===== src/rtl/fpga_recv_pkg.sv =====
// Shared types and constants for the Pi-to-FPGA frame receiver.
package fpga_recv_pkg;

    typedef enum logic [2:0] {
        IDLE,
        CMD,
        LEN,
        PAYLOAD,
        CSUM
    } state_e;

    typedef enum logic [1:0] {
        ERR_NONE    = 2'd0,
        ERR_LEN     = 2'd1,
        ERR_CSUM    = 2'd2,
        ERR_TIMEOUT = 2'd3
    } err_e;

    localparam logic [7:0] SYNC_BYTE_DEFAULT = 8'hA5;

endpackage


===== src/rtl/recv_timeout_timer.sv =====
// Mid-frame inactivity timer: flags the cycle whose edge completes
// TIMEOUT_CYCLES consecutive idle cycles while running.
module recv_timeout_timer #(
    parameter int unsigned TIMEOUT_CYCLES = 1024
) (
    input  logic pi_clk,
    input  logic rst,
    input  logic clear,
    input  logic run,
    output logic expired
);

    localparam int unsigned CNT_W = $clog2(TIMEOUT_CYCLES);
    localparam logic [CNT_W-1:0] LAST = CNT_W'(TIMEOUT_CYCLES - 1);

    logic [CNT_W-1:0] count_q, count_d;

    // The count reaches TIMEOUT_CYCLES on the edge where expired is high,
    // so the controller reacts on that same edge.
    assign expired = run && !clear && (count_q == LAST);

    always_comb begin
        count_d = count_q + CNT_W'(1);
        if (clear || !run || expired) begin
            count_d = '0;
        end
    end

    always_ff @(posedge pi_clk) begin
        if (rst) begin
            count_q <= '0;
        end else begin
            count_q <= count_d;
        end
    end

endmodule


===== src/rtl/fpga_recv_ctrl.sv =====
// Frame receive controller: SYNC, CMD, LEN, payload writes, optional checksum.
// The checksum byte is expected only when RECV_CHECKSUM_EN is defined.
module fpga_recv_ctrl
    import fpga_recv_pkg::*;
#(
    parameter int unsigned ADDR_W         = 8,
    parameter logic [7:0]  SYNC_BYTE      = SYNC_BYTE_DEFAULT,
    parameter int unsigned TIMEOUT_CYCLES = 1024
) (
    input  logic              pi_clk,
    input  logic              rst_n,
    input  logic [7:0]        gpio_pin,
    input  logic              byte_valid,
    output logic              wr_en,
    output logic [1:0]        wr_sel,
    output logic [ADDR_W-1:0] wr_addr,
    output logic [7:0]        wr_data,
    output logic              busy,
    output logic              frame_done,
    output logic              frame_err,
    output logic [1:0]        err_code,
    output logic [5:0]        LED
);

    localparam int MAX_LEN = (1 << ADDR_W) - 1;

    state_e            state_q, state_d;
    logic [7:0]        rem_q, rem_d;
    logic [ADDR_W-1:0] next_addr_q, next_addr_d;
    logic              wr_en_q, wr_en_d;
    logic [1:0]        wr_sel_q, wr_sel_d;
    logic [ADDR_W-1:0] wr_addr_q, wr_addr_d;
    logic [7:0]        wr_data_q, wr_data_d;
    logic              frame_done_q, frame_done_d;
    logic              frame_err_q, frame_err_d;
    err_e              err_code_q, err_code_d;
    logic [3:0]        ok_count_q, ok_count_d;
    logic              timer_expired;
`ifdef RECV_CHECKSUM_EN
    logic [7:0]        csum_q, csum_d;
`endif

    // rst_n is active-high and synchronous on this board.
    recv_timeout_timer #(
        .TIMEOUT_CYCLES(TIMEOUT_CYCLES)
    ) u_timer (
        .pi_clk (pi_clk),
        .rst    (rst_n),
        .clear  (byte_valid),
        .run    (state_q != IDLE),
        .expired(timer_expired)
    );

    always_comb begin
        // NOTE: every signal gets a default first so no path leaves one unassigned (no latches).
        state_d      = state_q;
        rem_d        = rem_q;
        next_addr_d  = next_addr_q;
        wr_en_d      = 1'b0;
        wr_sel_d     = wr_sel_q;
        wr_addr_d    = wr_addr_q;
        wr_data_d    = wr_data_q;
        frame_done_d = 1'b0;
        frame_err_d  = 1'b0;
        err_code_d   = err_code_q;
        ok_count_d   = ok_count_q;
`ifdef RECV_CHECKSUM_EN
        csum_d       = csum_q;
`endif
        if (byte_valid) begin
            case (state_q)
                IDLE: begin
                    if (gpio_pin == SYNC_BYTE) begin
                        state_d    = CMD;
                        err_code_d = ERR_NONE;
                    end
                end
                CMD: begin
                    wr_sel_d = gpio_pin[1:0];
                    state_d  = LEN;
`ifdef RECV_CHECKSUM_EN
                    csum_d   = gpio_pin;
`endif
                end
                LEN: begin
`ifdef RECV_CHECKSUM_EN
                    csum_d = csum_q ^ gpio_pin;
`endif
                    if ((gpio_pin != 8'd0) && (int'(gpio_pin) <= MAX_LEN)) begin
                        rem_d       = gpio_pin;
                        next_addr_d = '0;
                        state_d     = PAYLOAD;
                    end else begin
                        state_d     = IDLE;
                        err_code_d  = ERR_LEN;
                        frame_err_d = 1'b1;
                    end
                end
                PAYLOAD: begin
                    wr_en_d     = 1'b1;
                    wr_addr_d   = next_addr_q;
                    wr_data_d   = gpio_pin;
                    next_addr_d = next_addr_q + ADDR_W'(1);
                    rem_d       = rem_q - 8'd1;
`ifdef RECV_CHECKSUM_EN
                    csum_d      = csum_q ^ gpio_pin;
                    if (rem_q == 8'd1) begin
                        state_d = CSUM;
                    end
`else
                    if (rem_q == 8'd1) begin
                        state_d      = IDLE;
                        frame_done_d = 1'b1;
                    end
`endif
                end
`ifdef RECV_CHECKSUM_EN
                CSUM: begin
                    state_d = IDLE;
                    if (gpio_pin == csum_q) begin
                        frame_done_d = 1'b1;
                    end else begin
                        frame_err_d = 1'b1;
                        err_code_d  = ERR_CSUM;
                    end
                end
`endif
                default: state_d = IDLE;
            endcase
        end else if (timer_expired) begin
            state_d     = IDLE;
            frame_err_d = 1'b1;
            err_code_d  = ERR_TIMEOUT;
        end

        if (frame_done_d) begin
            ok_count_d = ok_count_q + 4'd1;
        end
    end

    always_ff @(posedge pi_clk) begin
        if (rst_n) begin
            state_q      <= IDLE;
            rem_q        <= '0;
            next_addr_q  <= '0;
            wr_en_q      <= 1'b0;
            wr_sel_q     <= '0;
            wr_addr_q    <= '0;
            wr_data_q    <= '0;
            frame_done_q <= 1'b0;
            frame_err_q  <= 1'b0;
            err_code_q   <= ERR_NONE;
            ok_count_q   <= '0;
`ifdef RECV_CHECKSUM_EN
            csum_q       <= '0;
`endif
        end else begin
            // NOTE: non-blocking assignments so every flop samples pre-edge values.
            state_q      <= state_d;
            rem_q        <= rem_d;
            next_addr_q  <= next_addr_d;
            wr_en_q      <= wr_en_d;
            wr_sel_q     <= wr_sel_d;
            wr_addr_q    <= wr_addr_d;
            wr_data_q    <= wr_data_d;
            frame_done_q <= frame_done_d;
            frame_err_q  <= frame_err_d;
            err_code_q   <= err_code_d;
            ok_count_q   <= ok_count_d;
`ifdef RECV_CHECKSUM_EN
            csum_q       <= csum_d;
`endif
        end
    end

    assign wr_en      = wr_en_q;
    assign wr_sel     = wr_sel_q;
    assign wr_addr    = wr_addr_q;
    assign wr_data    = wr_data_q;
    assign busy       = (state_q != IDLE);
    assign frame_done = frame_done_q;
    assign frame_err  = frame_err_q;
    assign err_code   = err_code_q;
    assign LED        = {err_code_q, ok_count_q};

endmodule


===== config.mk =====
export PLATFORM = sky130hd
export DESIGN_NAME = fpga_recv_ctrl
export DESIGN_NICKNAME = d
export VERILOG_FILES = /design/src/rtl/fpga_recv_pkg.sv /design/src/rtl/recv_timeout_timer.sv /design/src/rtl/fpga_recv_ctrl.sv
export SDC_FILE = /design/constraint.sdc
export NUM_CORES = 1
export LEC_CHECK = 0
export CAP_MARGIN = 20
export CORE_ASPECT_RATIO = 0.6
export CORE_MARGIN = 2
export CORE_UTILIZATION = 42
export DETAILED_ROUTE_END_ITERATION = 12
export DONT_BUFFER_PORTS = 1
export MAX_ROUTING_LAYER = met4
export PLACE_DENSITY = 0.55
export SETUP_SLACK_MARGIN = 0.2
export SLEW_MARGIN = 10
export SYNTH_ARGS = -nofsm -noshare
export SYNTH_HDL_FRONTEND = slang
export SYNTH_SLANG_ARGS = --single-unit

===== constraint.sdc =====
create_clock -name pi_clk -period 2.2 [get_ports pi_clk]
set_input_delay 0.44 -clock pi_clk [delete_from_list [all_inputs] [get_ports pi_clk]]
set_output_delay 0.44 -clock pi_clk [all_outputs]
set_load 0.01 [all_outputs]

==> results.sh <==
export IMPL_status="complete, no violations"
export IMPL_layout_drive_gt1_share_pct=7.44
export IMPL_synth_top_area_share_pct=43.1
export IMPL_ys_warnings_count=0
export IMPL_grt_pass1_wl_mm=10.6
export IMPL_cts_sinks=55
export IMPL_ys_seq_elements=55
export IMPL_max_freq_mhz=542
export IMPL_maxCapViolations=0
export IMPL_ir_drop_uv=217
export IMPL_clk_pin_slew_worst_paths_ps=100
export IMPL_vias=2190
export IMPL_critPathMaxStageDelay_ps=560
export IMPL_end_kind="flop"
export IMPL_synth_edf_count=0
export IMPL_route_met3_wl_um=347
export IMPL_setup_violations=0
export IMPL_n_antenna_cell=0
export IMPL_synth_top_area_cell="dfxtp_1"
export IMPL_grt_pass1_vias=2024
export IMPL_syn_area_per_cell_um2=8.20
export IMPL_yosysMostFrequentCell="nand2_1"
export IMPL_slew_violations=0
export IMPL_viasPerCell=5.63
export IMPL_wl_met2_mm=2.50
export IMPL_rsz0062_at_grt="no"
export IMPL_netlist_area_um2=2560
export IMPL_pin_count=41
export IMPL_num_rows=21
export IMPL_p_leak_nw=0.913
export IMPL_drtIter0Drc=131
export IMPL_fin_ws_ps=356
export IMPL_setup_tns_ps=0
export IMPL_synthFlopType="dfxtp_1"
export IMPL_pre_cts_ws_ps=411
export IMPL_portBuffers=0
export IMPL_fin_nets=325
export IMPL_drt_total_wl_mm=6.25
export IMPL_startpoint_type="flop"
export IMPL_yosys_top_cells_count="nand2_1 (56), dfxtp_1 (55), a21oi_1 (34)"
export IMPL_grt_use_total_pct=20.2
export IMPL_post_dp_hpwl_mm=4.49
export IMPL_cts_tree="yes"
export IMPL_dr_pass1_iters=4
export IMPL_fin_crit_ps=1840
export IMPL_path_class="flop to flop"
export IMPL_post_cts_buffers=0
export IMPL_grt_overflow_total=0
export IMPL_hold_buffers=0
export IMPL_synth_cell_types=53
export IMPL_h_tree_depth=2
export IMPL_fin_crit_sh_pct=83.8
export IMPL_ys_async_sr_fraction_pct=0
export IMPL_worst_slew_pin_slew_ps=489
export IMPL_die_area_um2=6750
export IMPL_gp_congestion=0.885
export IMPL_cts_buffer_depth=2
export IMPL_ys_top_cells_by_area="dfxtp_1 (43%), nand2_1 (8.2%), a21oi_1 (6.7%)"
export IMPL_netlist_instances=312
export IMPL_relSlewSlack_pct=67.2
export IMPL_reg2reg_slack_ps=360
export IMPL_hold_viol_final=0
export IMPL_pwr_density_cell_nw_per_um2=573
export IMPL_cp_slowest_cell="dfxtp_1"
export IMPL_route_detailed_drc=0
export IMPL_met1Wirelength_mm=3.36
export IMPL_routedWlPerCell_um=16.1
export IMPL_cts_made_buffers=5
export IMPL_start_util_pct=44.6
export IMPL_cp_max_fo=29
export IMPL_crit_required_ps=2440
export IMPL_crit_arrival_ps=2080
export IMPL_ctsResizeCount=0
export IMPL_ant_nets=0
export IMPL_cts_root_buf="clkbuf_8"
export IMPL_die_y_um=64.4
export IMPL_worstSkewPairLatency_ps=300
export IMPL_core_area_um2=5730
export IMPL_antenna_found_initial=0
export IMPL_area_growth_pct=5.87
export IMPL_path_cells="nand2_1 -> a31o_1 -> buf_4 -> or4_1 -> a21oi_1"
export IMPL_grt_max_degree=41
export IMPL_topRoutingLayerUsed="met4"
export IMPL_die_w_um=105
export IMPL_synth_net_count=328
export IMPL_ys_seq_area_share_pct=43.1
export IMPL_hold_class="input pin to flop"
export IMPL_finClkSkew_ps=7.94
==> where the power goes <==
group	switching, mW	leakage (nW)	internal (mW)
clock network	0.321	0.0440	0.219
logic	0.0103	0.426	0.00760
registers	0.000291	0.443	0.995
total	0.331	0.913	1.22
==> state kept, by name, summed over array words and instances, names as in the netlist, 2 cells and up <==
register and count:
err_code 2, u_timer.count_q 10, state_q 2, wr_sel 2
wr_data 8, wr_addr 8, rem_q 8, next_addr_q 8
ok_count_q 4
==> critical path, delay by kind of cell (launching register included) <==
family	cells	cell delay [ps]
AND/OR/NAND/NOR	2	640
AO/OA/AOI/OAI	2	350
buffers and inverters	1	220
flip-flops	1	560
==> cells in the final DEF (no fill, tap or decap), drive strengths merged, types with 2 or more instances in the layout <==
cell,instances
and2,3
ha,5
nand3,12
nand2,56
nand3b,2
o21ai,11
nand4,9
o31ai,2
buf,9
or4,5
nand2b,2
clkbuf,5
dfxtp,55
nor4,6
and3,2
a21o,5
xnor2,4
a211oi,2
inv,10
a21oi,34
clkinv,2
nor2,22
xor2,7
mux2i,4
o211a,2
a31oi,2
nor3,8
or3,3
==> worst paths after layout <==
kind,startpoint,to,cells after the start
min,rst_n,state_q[1],1
max reg2reg,state_q[1],next_addr_q[6],5
min reg2reg,rem_q[1],rem_q[1],2
max,state_q[1],next_addr_q[6],5
==> cells by family after synthesis <==
kind of cell,after synthesis,synth area share [%]
AND/OR/NAND/NOR,137,26.5
adder cells (fa/ha/maj),5,2.45
flip-flops,55,43.1
XOR/XNOR,11,3.77
multiplexers,4,1.57
AO/OA/AOI/OAI,71,17.3
buffers and inverters,29,5.38
==> per-layer routing <==
metal	GRT usage (%)	vias to the layer above
met5	-	-
met4	4.00	0
met3	4.12	7
met2	27.3	66
met1	30.8	1022
li1	-	1095
==> area by class of cell <==
class | instances | area, um2
Fill cell | 576 | 3020
Clock inverter | 2 | 13.8
Tap cell | 80 | 100
Inverter | 10 | 37.5
Multi-Input combinational cell | 228 | 1320
Clock buffer | 5 | 68.8
Timing Repair Buffer | 9 | 67.6
Sequential cell | 55 | 1100
==> metrics by stage <==
stage	utilization (%)	area (um2)	power (mW)	hold WS, ps	cells
final	47.3	2710	1.55	193	389
after global routing	47.3	2710	1.62	169	389
after CTS	47.3	2710	1.58	182	389
after detailed placement	45.8	2630	1.04	469	382
after global placement	45.8	2630	1.04	459	382
after floorplan	-	2560	1.04	445	312
(Power assumes the default switching activity.)
